### src/rtl/pipe_pkg.sv
// Shared definitions for the IF/ID pipeline stage.
//   OPC_W         opcode width taken from the top of each instruction
//   SAT_W         working width of the saturating-increment helper
//   DEFAULT_NOP   default bubble instruction (all zeros)
//   stage_state_e occupancy of the two-entry skid buffer
//   sat_inc       increment that sticks at the all-ones value of a given width
package pipe_pkg;

  localparam int OPC_W = 6;
  localparam int SAT_W = 64;

  localparam logic [31:0] DEFAULT_NOP = 32'h0000_0000;

  typedef enum logic [1:0] {
    EMPTY = 2'd0,  // main entry invalid
    ONE   = 2'd1,  // main valid, skid invalid
    FULL  = 2'd2   // main and skid valid
  } stage_state_e;

  // Callers zero-extend a counter to SAT_W bits and cast the result back to
  // their own width; 'width' is that counter width (must be < SAT_W).
  function automatic logic [SAT_W-1:0] sat_inc(input logic [SAT_W-1:0] cnt,
                                               input int unsigned     width);
    logic [SAT_W-1:0] max_val;
    max_val = (SAT_W'(1) << width) - SAT_W'(1);
    return (cnt >= max_val) ? cnt : cnt + SAT_W'(1);
  endfunction

endpackage

### src/rtl/pipe_skid_buf.sv
// Generic two-entry valid/ready skid buffer with a synchronous clear.
//   clk, rst            clock and synchronous active-high reset
//   clear, clear_data   empty the buffer and load clear_data into the main entry
//   in_valid/in_ready   upstream handshake; in_ready is low only when FULL
//   in_data             upstream payload
//   out_valid/out_ready downstream handshake, driven from the main entry only
//   out_data            main-entry payload
module pipe_skid_buf
  import pipe_pkg::*;
#(
  parameter int DATA_W = 8
) (
  input  logic              clk,
  input  logic              rst,
  input  logic              clear,
  input  logic [DATA_W-1:0] clear_data,
  input  logic              in_valid,
  output logic              in_ready,
  input  logic [DATA_W-1:0] in_data,
  output logic              out_valid,
  input  logic              out_ready,
  output logic [DATA_W-1:0] out_data
);

  stage_state_e      state_q, state_d;
  logic [DATA_W-1:0] m_data_q, m_data_d;
  logic [DATA_W-1:0] s_data_q, s_data_d;
  logic              accept;
  logic              take;

  // Both handshake outputs come straight from the state register, so neither
  // side sees a combinational path from the other.
  assign in_ready  = (state_q != FULL);
  assign out_valid = (state_q != EMPTY);
  assign out_data  = m_data_q;

  assign accept = in_valid & in_ready;
  assign take   = out_valid & out_ready;

  always_comb begin
    // NOTE: every always_comb output gets a default first so no path infers a latch.
    state_d  = state_q;
    m_data_d = m_data_q;
    s_data_d = s_data_q;
    if (clear) begin
      // Any word accepted this cycle is dropped; a concurrent take has already
      // been handed downstream and needs no action here.
      state_d  = EMPTY;
      m_data_d = clear_data;
    end else begin
      case (state_q)
        EMPTY: begin
          if (accept) begin
            state_d  = ONE;
            m_data_d = in_data;
          end
        end
        ONE: begin
          if (accept && take) begin
            m_data_d = in_data;
          end else if (accept) begin
            state_d  = FULL;
            s_data_d = in_data;
          end else if (take) begin
            state_d = EMPTY;
          end
        end
        FULL: begin
          if (take) begin
            state_d  = ONE;
            m_data_d = s_data_q;
          end
        end
        default: state_d = EMPTY;
      endcase
    end
  end

  // NOTE: sequential state is written with non-blocking assignments only.
  always_ff @(posedge clk) begin
    if (rst) begin
      state_q  <= EMPTY;
      m_data_q <= '0;
    end else begin
      state_q  <= state_d;
      m_data_q <= m_data_d;
    end
  end

  // NOTE: skid payload has no reset; its contents are only read when FULL.
  always_ff @(posedge clk) begin
    s_data_q <= s_data_d;
  end

endmodule

### src/rtl/if_id_pipe_stage.sv
// IF/ID pipeline stage between fetch and decode.
//   clk, rst                 clock and synchronous active-high reset
//   in_valid/in_ready        fetch handshake (in_ready low while the skid is full)
//   in_instr, in_pcplus4     fetched instruction and its PC+4
//   flush                    kill wrong-path words, leave a NOP bubble
//   out_valid/out_ready      decode handshake
//   out_instr, out_opcode    instruction to decode (NOP when invalid) and its top bits
//   out_pcplus4              PC+4 paired with out_instr
//   flush_cnt, stall_cnt     saturating flush / back-pressure event counters
module if_id_pipe_stage
  import pipe_pkg::*;
#(
  parameter int                 INSTR_W   = 32,
  parameter int                 PC_W      = 32,
  parameter logic [INSTR_W-1:0] NOP_INSTR = INSTR_W'(DEFAULT_NOP),
  parameter int                 CNT_W     = 16
) (
  input  logic               clk,
  input  logic               rst,
  input  logic               in_valid,
  output logic               in_ready,
  input  logic [INSTR_W-1:0] in_instr,
  input  logic [PC_W-1:0]    in_pcplus4,
  input  logic               flush,
  output logic               out_valid,
  input  logic               out_ready,
  output logic [INSTR_W-1:0] out_instr,
  output logic [OPC_W-1:0]   out_opcode,
  output logic [PC_W-1:0]    out_pcplus4,
  output logic [CNT_W-1:0]   flush_cnt,
  output logic [CNT_W-1:0]   stall_cnt
);

  localparam int DATA_W = INSTR_W + PC_W;

  logic [DATA_W-1:0]  buf_out_data;
  logic [INSTR_W-1:0] m_instr;
  logic [PC_W-1:0]    m_pcplus4;
  logic [CNT_W-1:0]   flush_cnt_q, flush_cnt_d;
  logic [CNT_W-1:0]   stall_cnt_q, stall_cnt_d;

  // On flush the main entry becomes {NOP, current fetch PC+4}, so decode keeps
  // seeing where fetch is even while the stage is empty.
  pipe_skid_buf #(
    .DATA_W(DATA_W)
  ) u_skid (
    .clk       (clk),
    .rst       (rst),
    .clear     (flush),
    .clear_data({NOP_INSTR, in_pcplus4}),
    .in_valid  (in_valid),
    .in_ready  (in_ready),
    .in_data   ({in_instr, in_pcplus4}),
    .out_valid (out_valid),
    .out_ready (out_ready),
    .out_data  (buf_out_data)
  );

  assign {m_instr, m_pcplus4} = buf_out_data;

  // A stale main entry left behind after a take must not reach decode.
  assign out_instr   = out_valid ? m_instr : NOP_INSTR;
  assign out_opcode  = out_instr[INSTR_W-1 -: OPC_W];
  assign out_pcplus4 = m_pcplus4;

  // Main entry valid covers "M or S valid": the skid is never valid alone.
  always_comb begin
    flush_cnt_d = flush_cnt_q;
    stall_cnt_d = stall_cnt_q;
    if (flush && out_valid) begin
      flush_cnt_d = CNT_W'(sat_inc(SAT_W'(flush_cnt_q), CNT_W));
    end
    if (out_valid && !out_ready) begin
      stall_cnt_d = CNT_W'(sat_inc(SAT_W'(stall_cnt_q), CNT_W));
    end
  end

  always_ff @(posedge clk) begin
    if (rst) begin
      flush_cnt_q <= '0;
      stall_cnt_q <= '0;
    end else begin
      flush_cnt_q <= flush_cnt_d;
      stall_cnt_q <= stall_cnt_d;
    end
  end

  assign flush_cnt = flush_cnt_q;
  assign stall_cnt = stall_cnt_q;

endmodule
### config.mk
export PLATFORM = sky130hd
export DESIGN_NAME = if_id_pipe_stage
export DESIGN_NICKNAME = d
export VERILOG_FILES = /design/src/rtl/pipe_pkg.sv /design/src/rtl/pipe_skid_buf.sv /design/src/rtl/if_id_pipe_stage.sv
export SDC_FILE = /design/constraint.sdc
export NUM_CORES = 1
export LEC_CHECK = 0
export CAP_MARGIN = 20
export CORE_UTILIZATION = 45
export DETAILED_ROUTE_END_ITERATION = 16
export GPL_TIMING_DRIVEN = 0
export PLACE_DENSITY = 0.73
export SLEW_MARGIN = 10
export SYNTH_ARGS = -nofsm -noshare
export SYNTH_HDL_FRONTEND = slang
export SYNTH_SLANG_ARGS = --single-unit
### constraint.sdc
create_clock -name clk -period 4.78 [get_ports clk]
set_input_delay 0.717 -clock clk [delete_from_list [all_inputs] [get_ports clk]]
set_output_delay 0.717 -clock clk [all_outputs]
set_load 0.02 [all_outputs]
==> results.py <==
metrics = {
    "critical_path": {
        "worstPathArrival_ns": 2.58,
        "reg2reg_depth": 9,
        "critical_path_depth": 7,
        "cpMostUsedCell": "buf_4",
        "startpoint_type": "flip-flop",
        "worstPathRequired_ns": 4.06,
        "critPathMaxStageDelay_ns": 0.59,
        "cp_slowest_cell": "clkdlybuf4s50_1",
        "critPathCaptureType": "primary output",
        "path_cells": "inv_1 -> ha_1 -> buf_4 -> clkbuf_1 -> nor2b_1 -> buf_4 -> clkdlybuf4s50_1",
        "path_class": "reg2out",
        "critical_path.top_delay_family": "buffers and inverters",
        "path_max_fanout": 10,
        "cp_num_buf_inv": 5,
    },
    "finish": {
        "final_cell_mix": "172 x clkdlybuf4s50_1, 101 x nor2_1, 98 x dfxtp_1",
        "instances_no_fill": 1057,
        "fillCellCount": 1304,
        "area_delta_synth_final_pct": 35.6,
        "drive_gt1_share_pct": 17.2,
        "diodes": 0,
        "nNetsFinal": 905,
        "final_common_cell": "clkdlybuf4s50_1",
        "postLayoutCoreUtil_pct": 62.5,
    },
    "route": {
        "drtIter0Drc": 201,
        "firstDrtPassIters": 8,
        "vias": 5362,
        "drc": 0,
        "routedWlPerCell_um": 16.0,
        "drtAntennaViolNets": 0,
        "wirelength_um": 16900,
        "via_per_inst": 5.07,
    },
    "floorplan": {
        "dieArea_um2": 16800,
        "start_util_pct": 46.1,
        "io_pins": 173,
        "fp.dieW_um": 130,
        "die_h_um": 130,
        "core_region_area_um2": 15900,
        "rows": 46,
    },
    "logic_synthesis": {
        "synth_ff_type": "dfxtp_1",
        "syn_avg_cell_area_um2": 11.5,
        "ys.warnings.count": 0,
        "syn_area_um2": 7330,
        "synth_edf_count": 64,
        "yosysSeqAreaShare_pct": 53.0,
        "ys_types": 53,
        "synth_top_area_share_pct": 26.8,
        "ys_ff_latch": 162,
        "synth_nets": 712,
        "yosys-top-cells-area": "dfxtp_1 27%, edfxtp_1 26%, mux2i_1 9.2%",
        "synthCells": 635,
        "async_reset_ff_share_pct": 0,
        "synth_top_area_cell": "dfxtp_1",
    },
    "cts": {
        "clkLatencyLatePin_ns": 0.42,
        "post_cts_buffers": 0,
        "clock-sinks": 162,
        "holdBufCountCts": 0,
        "post_cts_resized": 0,
        "numCtsBuffers": 17,
        "clk_transition_reported_paths_ns": 0.06,
        "cts.path.max_buffers": 2,
        "cts_max_level": 4,
        "root_buffer": "clkbuf_16",
        "cts_tree": "done",
    },
    "timing": {
        "period_share_pct": 69.1,
        "post-route-min-period_ns": 3.30,
        "setup-tns-final_ns": 0,
        "rsz0062_at_grt": "false",
        "slew_headroom_pct": 46.9,
        "max_clock_freq_mhz": 303,
        "worst_slew_pin_slew_ns": 0.796,
        "clock-skew-final_ns": 0.00728,
        "hold_violations": 0,
        "drv_slew": 0,
        "setup_viol": 0,
    },
    "place": {
        "hpwl_um": 12100,
        "placed_cells": 1025,
        "gp_congestion": 0.843,
        "portBuffers": 172,
    },
    "run": {
        "drv_cap": 0,
    },
    "power": {
        "power_density_nw_per_um2": 324,
        "leakagePower_nw": 3.45,
        "ir_worst_vdd_mv": 0.252,
    },
    "grt": {
        "grt_max_degree": 29,
        "grt_pass1_wl_um": 27100,
        "grt_use_total_pct": 20.9,
        "grt_remaining_overflow": 0,
        "antenna_found_initial": 0,
        "grt_pass1_vias": 5524,
    },
    "run_status": {
        "outcome": "finished, final reports clean",
    },
    "min_path": {
        "hold_path.class": "reg2reg",
        "min_path_cells": 2,
    },
}
[worst register-to-register path, stage by stage, from the launching register on]
cell	delay, ns
dfxtp_1	0.39
inv_1	0.12
ha_1	0.26
nand2b_1	0.21
a221oi_1	0.35
and2_1	0.18
buf_4	0.18
buf_6	0.17
nor2_1	0.06
a211oi_2	0.21
[cells by family after synthesis]
group                    Yosys count  share of synthesized area, %
AND/OR/NAND/NOR                  213                          15.0
flip-flops                       162                          53.0
multiplexers                      99                          14.1
buffers and inverters             78                          6.76
AO/OA/AOI/OAI                     52                          7.02
XOR/XNOR                          23                          2.75
adder cells (fa/ha/maj)            8                          1.37
[sequential cells by signal, summed over array words and instances, names as in the netlist]
name             cells
flush_cnt           16
stall_cnt           16
u_skid.out_data     64
u_skid.s_data_q     64
u_skid.state_q       2
[final timing paths]
check                            from                   to  slack, ns
setup reg to reg    u_skid.state_q[1]  u_skid.out_data[39]       2.56
setup / recovery    u_skid.state_q[1]        out_opcode[1]       1.48
hold / removal    u_skid.out_data[16]  u_skid.out_data[16]       0.50
hold reg to reg   u_skid.out_data[16]  u_skid.out_data[16]       0.50
[through the flow]
stage	hold slack, ns	power [mW]	cell area [µm²]	worst slack (ns)
floorplan	0.465	1.77	7330	0.622
global placement	0.478	1.93	9320	-1.54
detailed placement	0.486	1.94	9370	1.91
CTS	0.502	3.25	9940	1.43
global route	0.515	3.35	9940	1.27
finish	0.499	3.22	9940	1.48
[per-layer routing]
layer / up-vias / track usage, % / part of all wire (%)
met2: 140 / 35.6 / 50
met5: - / 0 / 0
li1: 2603 / - / -
met4: 0 / 7.46 / 1.6
met1: 2599 / 25.6 / 44
met3: 20 / 5.08 / 4.7
[layout make-up]
| cell class | instances | area, µm² | share of cell area [%] |
|---|---|---|---|
| clock inverter | 7 | 73.8 | 0.743 |
| sequential | 162 | 3880 | 39.1 |
| tap | 216 | 270 | 2.72 |
| clock buffer | 25 | 497 | 5.00 |
| multi-input combinational | 395 | 2950 | 29.7 |
| timing repair buffer | 174 | 1760 | 17.7 |
| inverter | 5 | 18.8 | 0.189 |
| buffer | 73 | 477 | 4.80 |
[cell usage after synthesis, drive strengths merged, types with 2 or more instances]
cell / n
a21oi: 6
nand2: 11
and4: 5
mux2: 32
edfxtp: 64
mux2i: 67
nor2: 103
or3: 2
nor3: 11
nor2b: 36
nor4: 5
ha: 8
nand2b: 6
xnor2: 15
nand4: 12
clkbuf: 19
buf: 54
a211oi: 32
nand4b: 2
or4: 2
dfxtp: 98
a221oi: 2
xor2: 8
nor3b: 3
nand3: 10
inv: 5
o21ai: 5
[power breakdown]
group	internal [mW]	total, mW	switching (mW)
clock	0.776	1.30	0.529
sequential	1.48	1.51	0.0230
combinational	0.209	0.406	0.197
total	2.47	3.22	0.749
Note: power is estimated with default switching activity, not from simulation.
==> edit 1, RTL diff (same flow settings) <==
Change the parameter `PC_W` from 32 to 40.
--- a/src/rtl/if_id_pipe_stage.sv
+++ b/src/rtl/if_id_pipe_stage.sv
@@ -12,5 +12,5 @@
 #(
   parameter int                 INSTR_W   = 32,
-  parameter int                 PC_W      = 32,
+  parameter int                 PC_W      = 40,
   parameter logic [INSTR_W-1:0] NOP_INSTR = INSTR_W'(DEFAULT_NOP),
   parameter int                 CNT_W     = 16
Ports: changed (resized in_pcplus4 and out_pcplus4); port bits go from 173 to 189. No check against the original RTL was run, so the function may have changed too.
==> edit 1 against the unedited design <==
Sequential share of layout area up 0.27 points; sequential cell count up 16; via count up 7.4%; wire length up 7.8%; synthesized area up 10%; setup slack better by 0.0059 ns; clock power up 8%; cell area up 9.5%; fmax up 0.18%; clock skew up 0.0020 ns; sequential power up 9.9%; total power up 9.5%.
==> edit 1: results (changes against the unedited design) <==
[metrics] vias: 5,757 (was 5,362)
[metrics] result of the run: complete, no violations (unchanged)
[metrics] synthesized area per cell: 11.7 um2 (was 11.5 um2)
[metrics] largest net degree at the start of global routing: 28 (was 29)
[metrics] share of post-route cells with drive strength above 1: 20.3% (was 17.2%)
[metrics] global router's overall resource usage: 20.2% (was 20.9%)
[metrics] total number of nets in the final design: 983 (was 905)
[metrics] Placed Instances: 1,104 (was 1,025)
[metrics] RePlAce Congestion: 0.779 (was 0.843)
[metrics] Post-Place Cell Area: 10,300 um2 (was 9370 um2)
[metrics] First-pass DRT Iterations: 4 (was 8)
[metrics] via count of the first global-routing pass: 5,666 (was 5,524)
[metrics] Clock buf/inv share: 5.58% (was 5.74%)
[metrics] drt initial violations: 199 (was 201)
[metrics] Port Buffer Count: 187 (was 172)
[metrics] Seq. cell area: 4280 um2 (was 3880 um2)
[metrics] main area contributors after synthesis: sky130_fd_sc_hd__edfxtp_1 27%, sky130_fd_sc_hd__dfxtp_1 26%, sky130_fd_sc_hd__mux2i_1 9.4% (was sky130_fd_sc_hd__dfxtp_1 27%, sky130_fd_sc_hd__edfxtp_1 26%, sky130_fd_sc_hd__mux2i_1 9.2%)
[metrics] Layout non-clock buf frac: 22.7% (was 22.5%)
[metrics] EDFF count, synth: 72 (was 64)
[metrics] worst IR drop on VDD: 0.255 mV (was 0.252 mV)
[metrics] wire length per cell: 16.1 um (was 16.0 um)
[metrics] timing-limited maximum frequency: 0.304 GHz (was 0.303 GHz)
[metrics] buffers outside the clock class: 272 (was 247)
[metrics] most instantiated cells after synthesis: 116 x sky130_fd_sc_hd__nor2_1, 106 x sky130_fd_sc_hd__dfxtp_1, 76 x sky130_fd_sc_hd__mux2i_1 (was 102 x sky130_fd_sc_hd__nor2_1, 98 x sky130_fd_sc_hd__dfxtp_1, 67 x sky130_fd_sc_hd__mux2i_1)
[metrics] sinks on the clock net: 178 (was 162)
[metrics] post-synthesis sequential area ratio: 53.0% (about the same)
[metrics] wire length of the first global-routing pass: 28,900 um (was 27,100 um)
[metrics] number of filler instances in the final layout: 1,445 (was 1,304)
[metrics] multi-input combinational gate total: 422 (was 395)
[metrics] leakage power: 3.85 nW (was 3.45 nW)
-- edit 1: cells by family (layout without fill, tap and decap cells) --
family,after synthesis,count (layout),share of synthesized area [%]
buffers and inverters,90,311,7.27
adders and majority gates,8,8,1.24
DFF,178,178,53.0
and+or+nand+nor,224,224,14.4
muxes,116,116,15.0
xor gates and xnor gates,22,22,2.39
AOI/OAI and AO/OA,52,52,6.71
-- edit 1: where the power goes --
part,switching [mW],internal (mW),total [mW]
clock,0.647,0.762,1.41
sequential,0.0244,1.63,1.66
combinational,0.220,0.239,0.459
total,0.891,2.63,3.52
-- edit 1: path summary, 6_finish.rpt --
check / startpoint / slack [ns] / end / cells after the start
hold reg to reg: u_skid.out_data[30]$_SDFFE_PP0P_ / 0.50 / u_skid.out_data[30]$_SDFFE_PP0P_ / 2
hold / removal: u_skid.out_data[30]$_SDFFE_PP0P_ / 0.50 / u_skid.out_data[30]$_SDFFE_PP0P_ / 2
setup reg to reg: u_skid.state_q[0]$_SDFFE_PP0P_ / 2.34 / u_skid.s_data_q[42]$_DFFE_PP_ / 6
setup / recovery: u_skid.state_q[0]$_SDFFE_PP0P_ / 1.49 / out_opcode[0] / 7
-- edit 1: metrics by stage --
stage	TNS (ns)	worst slack (ns)
after CTS	0	1.47
after global routing	0	1.36
final	0	1.49
after detailed placement	0	1.89
after global placement	-154.72	-2.15
after floorplan	0	0.262
-- edit 1: worst max-delay path, delay by kind of cell (launching register included) --
kind | cells | cell delay, ns
buffers and inverters | 5 | 1.24
flip-flops | 1 | 0.39
adder cells (fa/ha/maj) | 1 | 0.26
AND/OR/NAND/NOR | 1 | 0.26
-- edit 1: layer usage --
layer,GRT usage (%),routed length [um],up-vias
li1,-,-,2825
met1,26.2,8530,2752
met2,32.1,8310,158
met3,5.48,1120,22
met4,7.47,305,0
met5,0,0,-
==> edit 2, RTL diff (config.mk and constraints unchanged) <==
Without the edit above. `m_data_q` no longer has a reset.
--- a/src/rtl/pipe_skid_buf.sv
+++ b/src/rtl/pipe_skid_buf.sv
@@ -81,9 +81,11 @@
     if (rst) begin
       state_q  <= EMPTY;
-      m_data_q <= '0;
     end else begin
       state_q  <= state_d;
-      m_data_q <= m_data_d;
     end
+  end
+
+  always_ff @(posedge clk) begin
+    m_data_q <= m_data_d;
   end
 
Function: changed (a bounded check fails within 4 cycles, from zero or initial values and one cycle with rst high).
==> edit 2 against the unedited design <==
Wire length shrank 5.0%; critical path depth is the same; synthesized area shrank 2.2%; global-route usage shrank 0.54 points; cell area shrank 1.1%; synthesized cell count shrank 11%; sequential cell count is the same; hold slack lost 0.0054 ns; setup slack lost 0.13 ns; total power grew 5.9%; die area shrank 2.1%.
==> edit 2: results (changes against the unedited design) <==
[metrics] result of the run: complete, no violations (unchanged)
[metrics] RePlAce Congestion: 0.843 (about the same)
[metrics] share of total power consumed by net switching: 23.7% (was 23.3%)
[metrics] global router's overall resource usage: 20.3% (was 20.9%)
[metrics] buffers outside the clock class: 238 (was 247)
[metrics] sum of net half-perimeters after detailed placement: 11,300 um (was 12,100 um)
[metrics] worst IR drop on VDD: 0.238 mV (was 0.252 mV)
[metrics] combined area of the multi-input logic cells: 2520 um2 (was 2950 um2)
[metrics] parity-gate share of the synthesized area counting xor and xnor cells: 2.32% (was 2.75%)
[metrics] Layout non-clock buf frac: 22.3% (was 22.5%)
[metrics] compound-cell area share of the yosys netlist: 7.75% (was 7.02%)
[metrics] synthesized area per cell: 12.7 um2 (was 11.5 um2)
[metrics] EDFF count, synth: 96 (was 64)
[metrics] vias: 4,962 (was 5,362)
[metrics] Reg2Reg Depth: 7 (was 9)
[metrics] setup slack at placement: 1.38 ns (was 1.91 ns)
[metrics] ys flop type: sky130_fd_sc_hd__edfxtp_1 (was sky130_fd_sc_hd__dfxtp_1)
[metrics] Logic inverters: 6 (was 5)
[metrics] post-synthesis sequential area ratio: 58.6% (was 53.0%)
[metrics] most instantiated cells after synthesis: 96 x sky130_fd_sc_hd__edfxtp_1, 66 x sky130_fd_sc_hd__dfxtp_1, 66 x sky130_fd_sc_hd__nor2_1 (was 102 x sky130_fd_sc_hd__nor2_1, 98 x sky130_fd_sc_hd__dfxtp_1, 67 x sky130_fd_sc_hd__mux2i_1)
[metrics] synthesized netlist net count: 640 (was 712)
[metrics] Final Skew: 0.0115 ns (was 0.00728 ns)
[metrics] Seq. cell area: 4200 um2 (was 3880 um2)
[metrics] drt initial violations: 241 (was 201)
[metrics] post-synthesis cell type count: 52 (was 53)
[metrics] First-pass DRT Iterations: 4 (was 8)
[metrics] largest net degree at the start of global routing: 33 (was 29)
[metrics] worst-case headroom to the max-slew limit: 43.9% (was 46.9%)
[edit 2: critical path, cell delays in order, from the launching register on]
cell and delay [ns]:
sky130_fd_sc_hd__dfxtp_1 0.34, sky130_fd_sc_hd__inv_1 0.14, sky130_fd_sc_hd__ha_1 0.29, sky130_fd_sc_hd__buf_2 0.29, sky130_fd_sc_hd__clkbuf_1 0.42, sky130_fd_sc_hd__nor2b_1 0.14, sky130_fd_sc_hd__buf_4 0.15, sky130_fd_sc_hd__clkdlybuf4s50_1 0.52
[edit 2: kinds of logic after synthesis]
family / after synthesis
AO/OA/AOI/OAI: 57
XOR/XNOR: 19
adder cells (fa/ha/maj): 8
buffers and inverters: 71
flip-flops: 162
multiplexers: 69
AND/OR/NAND/NOR: 177
[edit 2: stage by stage]
| stage | utilization (%) | cell area, um2 |
|---|---|---|
| floorplan | - | 7170 |
| global placement | 59.5 | 9140 |
| detailed placement | 59.9 | 9200 |
| CTS | 63.9 | 9820 |
| global route | 63.9 | 9820 |
| finish | 63.9 | 9820 |
[edit 2: final timing paths]
path,start,end,slack [ns]
worst max-delay path,u_skid.state_q[0]$_SDFFE_PP0P_,out_opcode[1],1.35
worst min-delay path,u_skid.out_data[34]$_SDFFE_PP0P_,u_skid.out_data[34]$_SDFFE_PP0P_,0.49
worst max register to register,u_skid.state_q[0]$_SDFFE_PP0P_,u_skid.s_data_q[30]$_DFFE_PP_,2.28
worst min register to register,u_skid.out_data[34]$_SDFFE_PP0P_,u_skid.out_data[34]$_SDFFE_PP0P_,0.49
[edit 2: routing by layer]
layer | vias to the layer above | share of wire [%] | track usage (%)
met5 | - | 0 | 0
met3 | 14 | 6.0 | 5.59
met2 | 158 | 48 | 34.0
met1 | 2401 | 45 | 25.9
li1 | 2389 | - | -
met4 | 0 | 0.95 | 5.40
